===== src/rtl/ex_trap_ctrl_pkg.sv =====
// Shared types and constants for the external-trap controller.
package ex_trap_ctrl_pkg;

    // Trap id width toward the core; narrower source counts are zero-extended.
    localparam int unsigned EX_TRAP_ID_W = 5;

    // Handshake state: idle, offering a trap, trap accepted and in flight.
    typedef enum logic [1:0] {
        StIdle   = 2'd0,
        StOffer  = 2'd1,
        StActive = 2'd2
    } ex_trap_state_e;

endpackage


===== src/rtl/ex_trap_prio_enc.sv =====
// Lowest-index-first priority encoder for the pending/enabled request vector.
module ex_trap_prio_enc
    import ex_trap_ctrl_pkg::*;
#(
    parameter int unsigned NUM_SRC = 32
) (
    input  logic [NUM_SRC-1:0]      i_req,
    output logic [EX_TRAP_ID_W-1:0] o_id,
    output logic                    o_any
);

    // Scan from the top down so the lowest set index is the last one written.
    always_comb begin
        o_id  = '0;
        o_any = 1'b0;
        for (int i = NUM_SRC - 1; i >= 0; i--) begin
            if (i_req[i]) begin
                o_id  = EX_TRAP_ID_W'(i);
                o_any = 1'b1;
            end
        end
    end

endmodule


===== src/rtl/ex_trap_ctrl.sv =====
// External-interrupt controller: synchronises IRQ lines, latches pending requests and
// offers the lowest enabled one to the core, one trap in flight at a time.
// Optional completion timeout enabled by defining EX_TRAP_TIMEOUT_EN.
module ex_trap_ctrl
    import ex_trap_ctrl_pkg::*;
#(
    parameter int unsigned NUM_SRC     = 32,
    parameter logic [31:0] EDGE_MASK   = 32'hFFFF_FFFF,
    parameter int unsigned SYNC_STAGES = 2,
    parameter int unsigned TIMEOUT_CYC = 65535
) (
    input  logic                    clk,
    input  logic                    rst,
    input  logic [NUM_SRC-1:0]      irq_src_i,
    input  logic [NUM_SRC-1:0]      irq_en_i,
    output logic                    core_ex_trap_valid_o,
    output logic [EX_TRAP_ID_W-1:0] core_ex_trap_id_o,
    input  logic                    core_ex_trap_ready_i,
    input  logic                    core_ex_trap_cplet_i,
    input  logic [EX_TRAP_ID_W-1:0] core_ex_trap_cplet_id_i,
    output logic [NUM_SRC-1:0]      pending_o,
    output logic                    busy_o
`ifdef EX_TRAP_TIMEOUT_EN
    ,
    output logic                    timeout_err_o
`endif
);

    // Elaboration-time parameter sanity checks.
    if (NUM_SRC == 0 || NUM_SRC > 32) begin : g_bad_num_src
        $error("ex_trap_ctrl: NUM_SRC must be 1..32");
    end
    if (SYNC_STAGES < 2) begin : g_bad_sync
        $error("ex_trap_ctrl: SYNC_STAGES must be >= 2");
    end
    if (TIMEOUT_CYC == 0 || TIMEOUT_CYC > 65535) begin : g_bad_timeout
        $error("ex_trap_ctrl: TIMEOUT_CYC must be 1..65535");
    end

    logic [NUM_SRC-1:0]      r_sync [SYNC_STAGES];
    logic [NUM_SRC-1:0]      r_sync_prev;
    logic [NUM_SRC-1:0]      r_pend_edge;
    logic [NUM_SRC-1:0]      w_pend_edge_d;
    logic [NUM_SRC-1:0]      w_sync;
    logic [NUM_SRC-1:0]      w_rise;
    logic [NUM_SRC-1:0]      w_clr;
    logic [NUM_SRC-1:0]      w_pend;
    ex_trap_state_e          r_state;
    ex_trap_state_e          w_state_d;
    logic [EX_TRAP_ID_W-1:0] r_id;
    logic [EX_TRAP_ID_W-1:0] w_id_d;
    logic [EX_TRAP_ID_W-1:0] w_enc_id;
    logic                    w_enc_any;
    logic                    w_accept;
    logic                    w_cplet_hit;
    logic                    w_timeout;

    assign w_sync      = r_sync[SYNC_STAGES-1];
    assign w_rise      = w_sync & ~r_sync_prev;
    assign w_accept    = (r_state == StOffer) && core_ex_trap_ready_i;
    assign w_cplet_hit = (r_state == StActive) && core_ex_trap_cplet_i &&
                         (core_ex_trap_cplet_id_i == r_id);

    // Synchroniser chain plus one extra stage for rising-edge detection.
    always_ff @(posedge clk or posedge rst) begin
        if (rst) begin
            for (int s = 0; s < int'(SYNC_STAGES); s++) begin
                r_sync[s] <= '0;
            end
            r_sync_prev <= '0;
        end else begin
            r_sync[0] <= irq_src_i;
            for (int s = 1; s < int'(SYNC_STAGES); s++) begin
                r_sync[s] <= r_sync[s-1];
            end
            r_sync_prev <= w_sync;
        end
    end

    // Pending next state: edge bits set on rise, cleared on accept (set wins);
    // level bits simply follow the synchronised line.
    always_comb begin
        w_clr         = '0;
        w_pend_edge_d = '0;
        w_pend        = '0;
        for (int i = 0; i < int'(NUM_SRC); i++) begin
            w_clr[i] = w_accept && (r_id == EX_TRAP_ID_W'(i));
            if (EDGE_MASK[i]) begin
                w_pend_edge_d[i] = w_rise[i] | (r_pend_edge[i] & ~w_clr[i]);
                w_pend[i]        = r_pend_edge[i];
            end else begin
                w_pend[i]        = w_sync[i];
            end
        end
    end

    // Latched pending bits for edge-triggered sources.
    always_ff @(posedge clk or posedge rst) begin
        if (rst) begin
            r_pend_edge <= '0;
        end else begin
            r_pend_edge <= w_pend_edge_d;
        end
    end

    ex_trap_prio_enc #(
        .NUM_SRC (NUM_SRC)
    ) u_prio_enc (
        .i_req (w_pend & irq_en_i),
        .o_id  (w_enc_id),
        .o_any (w_enc_any)
    );

    // Handshake FSM next state; the id is captured once and held for the whole trap.
    always_comb begin
        w_state_d = r_state;
        w_id_d    = r_id;
        unique case (r_state)
            StIdle: begin
                if (w_enc_any) begin
                    w_id_d    = w_enc_id;
                    w_state_d = StOffer;
                end
            end
            StOffer: begin
                if (core_ex_trap_ready_i) begin
                    w_state_d = StActive;
                end
            end
            StActive: begin
                if (w_cplet_hit || w_timeout) begin
                    w_state_d = StIdle;
                end
            end
            default: w_state_d = StIdle;
        endcase
    end

    // FSM state and offered-id registers.
    always_ff @(posedge clk or posedge rst) begin
        if (rst) begin
            r_state <= StIdle;
            r_id    <= '0;
        end else begin
            r_state <= w_state_d;
            r_id    <= w_id_d;
        end
    end

`ifdef EX_TRAP_TIMEOUT_EN
    localparam logic [15:0] TimeoutLim = 16'(TIMEOUT_CYC);

    logic [15:0] r_to_cnt;
    logic        r_to_err;

    // Leave ACTIVE after exactly TIMEOUT_CYC cycles without a matching completion.
    assign w_timeout = (r_state == StActive) && ((r_to_cnt + 16'd1) == TimeoutLim);

    // Cycles spent in ACTIVE; restarts on every accept.
    always_ff @(posedge clk or posedge rst) begin
        if (rst) begin
            r_to_cnt <= '0;
        end else if (w_accept) begin
            r_to_cnt <= '0;
        end else if (r_state == StActive) begin
            r_to_cnt <= r_to_cnt + 16'd1;
        end
    end

    // Sticky timeout flag, cleared only by reset.
    always_ff @(posedge clk or posedge rst) begin
        if (rst) begin
            r_to_err <= 1'b0;
        end else if (w_timeout && !w_cplet_hit) begin
            r_to_err <= 1'b1;
        end
    end

    assign timeout_err_o = r_to_err;
`else
    assign w_timeout = 1'b0;
`endif

    assign core_ex_trap_valid_o = (r_state == StOffer);
    assign core_ex_trap_id_o    = r_id;
    assign pending_o            = w_pend;
    assign busy_o               = (r_state != StIdle);

endmodule

===== config.mk =====
export PLATFORM = sky130hd
export DESIGN_NAME = ex_trap_ctrl
export DESIGN_NICKNAME = d
export VERILOG_FILES = /design/src/rtl/ex_trap_ctrl_pkg.sv /design/src/rtl/ex_trap_prio_enc.sv /design/src/rtl/ex_trap_ctrl.sv
export SDC_FILE = /design/constraint.sdc
export NUM_CORES = 1
export LEC_CHECK = 0
export ABC_CLOCK_PERIOD_IN_PS = 15210
export CORE_ASPECT_RATIO = 1.25
export CORE_MARGIN = 5
export CORE_UTILIZATION = 40
export CTS_CLUSTER_DIAMETER = 150
export DETAILED_ROUTE_END_ITERATION = 7
export PLACE_DENSITY_LB_ADDON = 0.3
export SYNTH_ARGS = -nofsm -noshare
export SYNTH_HDL_FRONTEND = slang
export SYNTH_SLANG_ARGS = --single-unit

===== constraint.sdc =====
create_clock -name clk -period 15.21 [get_ports clk]
set_input_delay 4.563 -clock clk [delete_from_list [all_inputs] [get_ports clk]]
set_output_delay 4.563 -clock clk [all_outputs]
set_load 0.005 [all_outputs]

* Word level (Yosys, flattened, before mapping)
Cells that the tools add are included.
** Word-level totals
- Input port bits :: 73
- Register bits :: 135
- Word-level logic and storage cells :: 250
** Operators by class
- Bitwise operators :: 99
- Reduce and logical (&&, ||, !) cells :: 40
- Mux-type cells :: 68
- Equality and inequality tests :: 37
** Operators with widths (count)
- 2-to-1 mux 5 bit :: 32
- equality test 5 bit (second input constant) :: 16
- AND 32 bit :: 2
- equality test 5 x 4 -> 1 bit (second input constant) :: 8
- logical AND 1 bit :: 35
- AND 1 bit :: 32
- 2-to-1 mux 1 bit :: 32
- NOT 1 bit :: 32
- NOT 32 bit :: 1
- bitwise OR 1 bit :: 32
- equality test 5 x 3 -> 1 bit (second input constant) :: 4
- equality test 5 x 2 -> 1 bit (second input constant) :: 2
- 2-to-1 mux 2 bit :: 3
- case mux 2 bit (3 select lines) :: 1
- equality test 5 x 1 -> 1 bit (second input constant) :: 1
- equality test 5 bit :: 1
- zero test 5 bit :: 1
- inequality test 2 x 1 -> 1 bit (second input constant) :: 2
- AND reduction 3 bit :: 1
- equality test 2 x 1 -> 1 bit (second input constant) :: 1
- equality test 2 bit (second input constant) :: 1
- zero test 2 bit :: 1
- inequality test 2 bit (second input constant) :: 1
- AND reduction 2 bit :: 1
- nonzero test 2 bit :: 1

* Longest topological paths before layout
Gate-level depths: netlist of the first run.
- Depth after elaboration :: 35
- Mapped depth :: 6
- Depth with buffers taken out :: 6

* By module
From an unflattened synthesis of the first run, not the netlist that was laid out.
** Unflattened totals
- Cells, all modules :: 374
- Area total of the unflattened synthesis :: 4768.3 sq um
** Modules (own cells, without submodules)
- ex_trap_ctrl :: seq. area each 3378.2 sq um, times used 1, cells an instance 309, area an instance 4398.0 sq um
- ex_trap_prio_enc :: seq. area each 0.0 sq um, times used 1, cells an instance 65, area an instance 370.4 sq um

* Least setup slack after synthesis of the first run
No wires, ideal clock.
- Path kind :: input to register
- Start point :: input port irq_en_i[11]
- End point :: register r_id[2], in the netlist core_ex_trap_id_o[2]
- Arrival time :: 5.777 ns
- Buffers on the path :: 0
- Required time :: 15.085 ns
- Setup slack :: 9.308 ns
- Stages :: 5
- Library setup time :: 0.125 ns
- Cell sequence :: a22o_1 -> nor4b_4 -> and2b_1 -> a41o_4 -> mux2_4
** Between the ends
- Word-level cells in the longest chain between the ends :: 14
- Elaborated cells on any way between the ends :: 26
- Those cells by class :: 24 x mux; 1 x bitwise; 1 x reduce/logical
** RTL lines
- start, declared :: RTL line ex_trap_ctrl.sv:15 : input logic [NUM_SRC-1:0] irq_en_i,
- AND 32 bit * :: RTL line ex_trap_ctrl.sv:109 : .i_req (w_pend & irq_en_i),
- 2-to-1 mux 1 bit (12 in a row) :: RTL line ex_trap_prio_enc.sv:17 : if (i_req[i]) begin
- AND reduction 2 bit (no line)
- end signal, assigned :: RTL line ex_trap_ctrl.sv:146 : r_id <= w_id_d;
- end, declared :: RTL line ex_trap_ctrl.sv:50 : logic [EX_TRAP_ID_W-1:0] r_id;
Every way passes the cells marked *; elsewhere a longest branch is shown, timed or not.
A chain may end at the register's enable or synchronous reset.

* Final worst setup path of the first run
- Start point :: register r_state[0]
- End point :: output port busy_o
** Between the ends
- Word-level cells in the longest chain between the ends :: 1
** RTL lines
- start, declared :: RTL line ex_trap_ctrl.sv:48 : ex_trap_state_e r_state;
- start signal, assigned :: RTL line ex_trap_ctrl.sv:142 : r_state <= StIdle;
- start signal, assigned :: RTL line ex_trap_ctrl.sv:145 : r_state <= w_state_d;
- nonzero test 2 bit :: RTL line ex_trap_ctrl.sv:187 : assign busy_o = (r_state != StIdle);
- end, declared :: RTL line ex_trap_ctrl.sv:22 : output logic busy_o
Every way passes these cells.

==> results by group, run 1 <==
Cells and area
  • Fin nets: 555
  • Post-Layout Cell Count: 632
  • Synth-to-Final Area Change: 41.20%
  • Fraction of layout cells with a size suffix above 1: 8.097%
  • FF/Latch Area: 3378 sq um
  • Fill count: 930
  • Multi-input gate area: 1120 sq um
  • N_diodes: 0

Route
  • DR WL/cell: about 18 um
  • Detailed Route Iter0 Violations: 174
  • DR vias: ~3200
  • # DRC: 0
  • Vias per std cell: between 5 and 6
  • Antenna Nets Post-Route: 0
  • Drt first pass iters: 4
  • Total wire length: 11100 um

STA
  • Fmax: 0.1619 GHz
  • Period Utilization, post-route: 40.61%
  • RSZ-0062 raised after global routing: no
  • Fin. max-slew vios: 0
  • Final setup vio count: 0
  • Final Skew: 5.573 ps
  • Setup TNS Final: 0 ps
  • Min Tclk post-route: 6177 ps
  • Final Hold Viols: 0
  • Worst-margin pin slew: about 820 ps
  • Slew HR: 45.18%

Global routing
  • Initial antenna violation count: 0
  • Number of global-route vias before repair: 3301
  • Grt total ovfl: 0
  • First-pass GRT wire length: 17390 um
  • Total GRT Usage: 16.70%
  • Largest net degree at the start of global routing: 71

Worst setup path
  • WP data required: 10650 ps
  • Reg2Reg Setup Slack: 13240 ps
  • FF-to-FF End: core_ex_trap_id_o[2]$_DFFE_PP0P_
  • Startpoint class of the critical path: flop
  • Arrival @ worst endpoint: 1610 ps
  • Worst reg2reg path depth: 6
  • WS Path Type: reg -> out
  • Critical Path Fanout Max: 6
  • Worst setup EP type: output port
  • RR Startpoint: pending_o[28]$_DFF_PP0_

CTS
  • Hold Buf Count CTS: 0
  • Post-CTS Resized: 0
  • Postcts setup bufs: 0
  • Bufs on Longest Clock Path: 2
  • Clock slew at reported path FFs: 60 ps
  • Clk sinks: 135
  • CTS tree: done
  • Clock buffers created by TritonCTS: 17
  • Worst-skew pair later-pin latency: roughly 400 ps
  • CTS Root Cell: clkbuf_16
  • H-tree levels: 4

Place
  • Final HPWL DP: 8224 um
  • Buffers on Ports: ~110
  • GPL Wtd Cong: about 0.9
  • Cell count after placement: 601

Logic synthesis
  • Cell taking the most area after synthesis: dfrtp_1
  • Avg Inst Size Synth: 13.11 sq um
  • Sequential share of the synthesized area: slightly above 70%
  • EDFF count, synth: 0
  • Syn Std Cell Area: 4641 sq um
  • Synth top area share: 72.80%
  • Top cells by count, synth: 135 x dfrtp_1, 72 x o21ai_0, 35 x inv_1
  • Yosys reg bits: between 100 and 150
  • Count leader, synth: dfrtp_1
  • Top_reg_cell synth: dfrtp_1
  • Synth Instances: 354
  • Post-synth cell types: 41
  • Top cells by area, synth: dfrtp_1 73%, o21ai_0 7.8%, inv_1 2.8%, nand2_1 1.9%, a22o_1 1.7%
  • Syn Nets: about 430
  • Synth warnings: 0
  • Post-synth ARST share: 100.0%

Power and ir drop
  • Worst vdd ir: about 0.00007 V
  • Leakage: 2.800 nW
  • Pwr per Cell Area: 150.0 nW/um^2

Die
  • Core Area: around 12000 sq um
  • DIE AREA: 13870 sq um
  • Die X: 106.3 um
  • Starting Density: between 40 and 50%
  • Die Y: 130.4 um
  • I/O pin count: 112
  • Rows: 44

Flow run
  • Max-cap viol count: 0

Min path
  • Hold Path Stages: 0
  • Worst Hold Endpoint: w_sync[13]$_DFF_PP0_
  • Hold Path Class: reg -> reg
  • Hold_sp: r_sync[45]$_DFF_PP0_

Status
  • Outcome: finished clean
kinds of logic (layout without fill, tap and decap cells):
group / count (synthesis) / in the layout / share of synthesized area (%)
AOI/OAI and AO/OA: 122 / 122 / 16.64
and+or+nand+nor: 53 / 53 / 6.228
DFF: 135 / 135 / 72.80
buffers and inverters: 38 / 178 / 3.074
muxes: 1 / 1 / 0.3234
xor gates and xnor gates: 5 / 5 / 0.9436
per-layer routing:
| layer | vias to the layer above | global-route usage (%) | wire length, um |
|---|---|---|---|
| met5 | - | 0 | 0 |
| met1 | 1590 | 18.71 | 4094 |
| met3 | 20 | 4.816 | 644 |
| met4 | 0 | 7.851 | 301 |
| met2 | 91 | 29.50 | 6055 |
| li1 | 1510 | - | - |
worst max-delay path by stage:
stage                                       from                                to  slack [ps]  cells past startpoint
final                     r_state[0]$_DFFE_PP0P_                            busy_o        9030                      2
after global routing                         rst  core_ex_trap_id_o[1]$_DFFE_PP0P_        8840                      3
after CTS                 r_state[0]$_DFFE_PP0P_                            busy_o        9010                      2
after detailed placement                     rst               w_sync[6]$_DFF_PP0_        8700                      3
after global placement               irq_en_i[9]  core_ex_trap_id_o[2]$_DFFE_PP0P_        8740                      6
after floorplan                              rst  core_ex_trap_id_o[0]$_DFFE_PP0P_        7040                      1
area by class of cell:
type | count | area share [%]
clock buffers | 21 | 7.027
multi-input cells | 181 | 17.09
clock inverters | 10 | 2.578
well taps | 138 | 2.635
repair buffers | 112 | 17.07
inverters | 35 | 2.043
flip-flops and latches | 135 | 51.56
report_power, final:
group,internal (mW),switching [mW],leakage [nW]
registers,0.388,0.0278,1.49
clock network,0.284,0.143,0.308
logic,0.0755,0.0650,1.00
total,0.747,0.236,2.80
state kept, by name, summed over array words and instances (netlist names):
signal,flops
core_ex_trap_id_o,5
w_sync,32
r_sync,32
r_state,2
pending_o,32
r_sync_prev,32
placed cells by master, fill, tap and decap left out, types with 3 or more instances in the layout:
cell type	instances
a32oi_1	7
clkdlybuf4s50_1	111
inv_1	34
clkinv_4	3
nor2_1	3
nand2_1	23
bufinv_16	4
a22o_1	9
a22oi_1	7
o21ai_0	72
or3_1	4
or2_2	3
clkbuf_16	17
nand2b_1	6
a31oi_1	3
xnor2_1	5
a21oi_1	8
o31ai_1	3
dfrtp_1	135
critical path: stages (launching register included):
cell	delay, ps
dfrtp_1	370
or2_2	370
clkdlybuf4s50_1	470
per-stage QoR:
stage                     cell area (sq um)  hold WS, ps  setup WS [ps]  power [mW]  utilization [%]
after floorplan                        4641        331.2           7036      0.4811                -
after global placement                 5923        332.1           8735      0.5592            51.48
after detailed placement               5923        334.7           8702      0.5622            51.48
after CTS                              6553        347.4           9012      0.9918            56.95
after global routing                   6553        350.4           8845       1.025            56.95
final                                  6553        346.0           9033      0.9826            56.95
Power figures use the tool's default switching activity.
==> run 2: changes to the inputs <==
--- a/config.mk
+++ b/config.mk
@@ -5,7 +5,7 @@
 export SDC_FILE = /design/constraint.sdc
 export NUM_CORES = 1
 export LEC_CHECK = 0
-export ABC_CLOCK_PERIOD_IN_PS = 15210
+export ABC_CLOCK_PERIOD_IN_PS = 5810
 export CORE_ASPECT_RATIO = 1.25
 export CORE_MARGIN = 5
 export CORE_UTILIZATION = 40
==> constraint.sdc (replaced) <==
create_clock -name clk -period 5.81 [get_ports clk]
set_input_delay 1.743 -clock clk [delete_from_list [all_inputs] [get_ports clk]]
set_output_delay 1.743 -clock clk [all_outputs]
set_load 0.005 [all_outputs]
==> run 2 against run 1 <==
Against the previous run: die area did not move; non-clock buffer count rose by 1; sequential power rose to 2.6 times the previous value; global-route usage rose by 0.38 points; critical path type unchanged; critical endpoint is now core_ex_trap_valid_o; highest routed layer unchanged.
==> results by group, run 2 (same netlist as run 1, synthesis figures left out) <==
Worst setup path
  • CP Cell Sequence: nor2b_1 -> clkdlybuf4s50_1
  • WS Path Type: reg -> out
  • WP data required: 4070 ps (-6580 ps)
  • Critical Path Fanout Max: 4 (-2)
  • CP max-delay cell: clkdlybuf4s50_1
  • Max incr delay on CP: 570 ps (+100 ps)
  • Startpoint class of the critical path: flop
  • Setup crit start: r_state[1]$_DFFE_PP0P_
  • RR Startpoint: pending_o[11]$_DFF_PP0_
  • Worst setup EP type: output port
  • Arrival @ worst endpoint: 1640 ps (+30 ps)

Die
  • I/O pin count: 112 (unchanged)
  • Die X: 106.3 um (unchanged)
  • Rows: 44 (unchanged)
  • Die Y: 130.4 um (unchanged)
  • DIE AREA: 13870 sq um (unchanged)
  • Starting Density: 40.33% (unchanged)
  • Core Area: 11510 sq um (unchanged)

STA
  • Worst-margin pin slew: 796.4 ps (-25.93 ps)
  • Setup TNS Final: 0 ps (unchanged)
  • Final Hold Viols: 0 (unchanged)
  • Fin. max-slew vios: 0 (unchanged)
  • Period Utilization, post-route: 58.23%
  • Final setup vio count: 0 (unchanged)
  • RSZ-0062 raised after global routing: no
  • Min Tclk post-route: approximately 3400 ps
  • Final Skew: 7.328 ps (+1.755 ps)
  • Fmax: slightly below 0.3 GHz
  • Slew HR: 46.90% (+1.7 points)

Route
  • Detailed Route Iter0 Violations: 181 (+4.0%)
  • DR vias: 3228 (+0.53%)
  • Drt first pass iters: 4 (unchanged)
  • # DRC: 0 (unchanged)
  • Vias per std cell: 5.091 (+0.21%)
  • Total wire length: 11030 um (-0.63%)
  • Antenna Nets Post-Route: 0 (unchanged)
  • DR WL/cell: 17.39 um (-0.94%)

Global routing
  • First-pass GRT wire length: 17780 um (+2.3%)
  • Largest net degree at the start of global routing: 72 (+1.4%)
  • Initial antenna violation count: 0 (unchanged)
  • Grt total ovfl: 0 (unchanged)
  • Total GRT Usage: 17.08% (+0.38 points)
  • Number of global-route vias before repair: 3487 (+5.6%)

Cells and area
  • Synth-to-Final Area Change: 39.63%
  • Multi-input gate area: 1120 sq um (unchanged)
  • Fraction of layout cells with a size suffix above 1: 8.669% (+0.57 points)
  • Fill count: 929 (-0.11%)
  • Most frequent cells in the layout: 135 x dfrtp_1, 111 x clkdlybuf4s50_1, 72 x o21ai_0, 34 x inv_1, 23 x nand2_1
  • FF/Latch Area: 3378 sq um (unchanged)
  • Post-Layout Cell Count: 634 (+0.32%)
  • Commonest non-fill, non-tap cell in the layout: dfrtp_1
  • N_diodes: 0 (unchanged)
  • Fin nets: 556 (+0.18%)

Place
  • Final HPWL DP: 8293 um (+0.84%)
  • GPL Wtd Cong: 0.8960 (+1.5%)
  • Cell count after placement: 602 (+0.17%)
  • Buffers on Ports: 111 (unchanged)

Status
  • Outcome: finished clean

CTS
  • Postcts setup bufs: 0 (unchanged)
  • Clk sinks: 135 (unchanged)
  • Hold Buf Count CTS: 0 (unchanged)
  • Worst-skew pair later-pin latency: 410 ps (about the same)
  • H-tree levels: 4 (unchanged)
  • Clock slew at reported path FFs: 60 ps (about the same)
  • CTS tree: done
  • Post-CTS Resized: 0 (unchanged)
  • CTS Root Cell: clkbuf_16
  • Clock buffers created by TritonCTS: 17 (unchanged)
  • Bufs on Longest Clock Path: 2 (unchanged)

Power and ir drop
  • Worst vdd ir: 0.0002267 V (+220%)
  • Leakage: 2.757 nW (-1.6%)
  • Pwr per Cell Area: 374.1 nW/um^2 (+150%)

Min path
  • Hold Path Class: reg -> reg
  • Hold_sp: r_sync[35]$_DFF_PP0_

Flow run
  • Max-cap viol count: 0 (unchanged)
run 2: changes by cell type in the layout (fill, tap and decap cells not counted):
cell,change
clkinv_4,-1
inv_6,+2
clkbuf_1,-1
bufinv_16,-4
buf_4,+1
clkinv_2,+1
clkinvlp_4,+4
run 2: final cells by class:
class	count	share of cell area [%]
Clock buffer	20	7.048
Tap cell	138	2.665
Inverter	35	2.066
Sequential cell	135	52.13
Multi-Input combinational cell	181	17.28
Timing Repair Buffer	113	17.38
Clock inverter	12	1.429
run 2: stage by stage:
| stage | area (sq um) | hold slack [ps] | power [mW] | setup WS [ps] | utilization [%] |
|---|---|---|---|---|---|
| finish | 6480 | 343.8 | 2.424 | 2427 | 56.32 |
| global route | 6480 | 350.2 | 2.542 | 2325 | 56.32 |
| CTS | 6480 | 343.9 | 2.450 | 2397 | 56.32 |
| detailed placement | 5931 | 334.7 | 1.474 | 2119 | 51.54 |
| global placement | 5931 | 332.2 | 1.464 | 2157 | 51.54 |
| floorplan | 4641 | 331.2 | 1.259 | 455.9 | - |
run 2: worst max-delay path, delay by kind of cell, from the launching register on:
family,cells,cell delay [ps]
buffers and inverters,1,570
DFF,1,380
and+or+nand+nor,1,290
run 2: routing by layer:
layer  vias to the layer above  GRT usage [%]  wire length [um]  share of wire, %
met5                         -              0                 0                 0
met4                         0          9.375               396               3.6
met3                        29          5.897               592               5.4
met2                        91          29.39              5971                54
met1                      1596          18.60              4066                37
li1                       1512              -                 -                 -
run 2: power by group:
group          internal, mW  total [mW]  switching (mW)  leakage, nW
Sequential             1.01        1.09          0.0726         1.49
Clock                 0.572       0.966           0.394        0.260
Combinational         0.198       0.370           0.172         1.01
run 2: worst paths after layout:
check | slack [ps] | end | cells past startpoint
max | 2430 | core_ex_trap_valid_o | 2
min | 340 | w_sync[3]$_DFF_PP0_ | 0
max reg2reg | 3860 | core_ex_trap_id_o[2]$_DFFE_PP0P_ | 5
min reg2reg | 340 | w_sync[3]$_DFF_PP0_ | 0
max in group asynchronous | 3010 | w_sync[4]$_DFF_PP0_ | 3
min in group asynchronous | 1860 | w_sync[22]$_DFF_PP0_ | 2
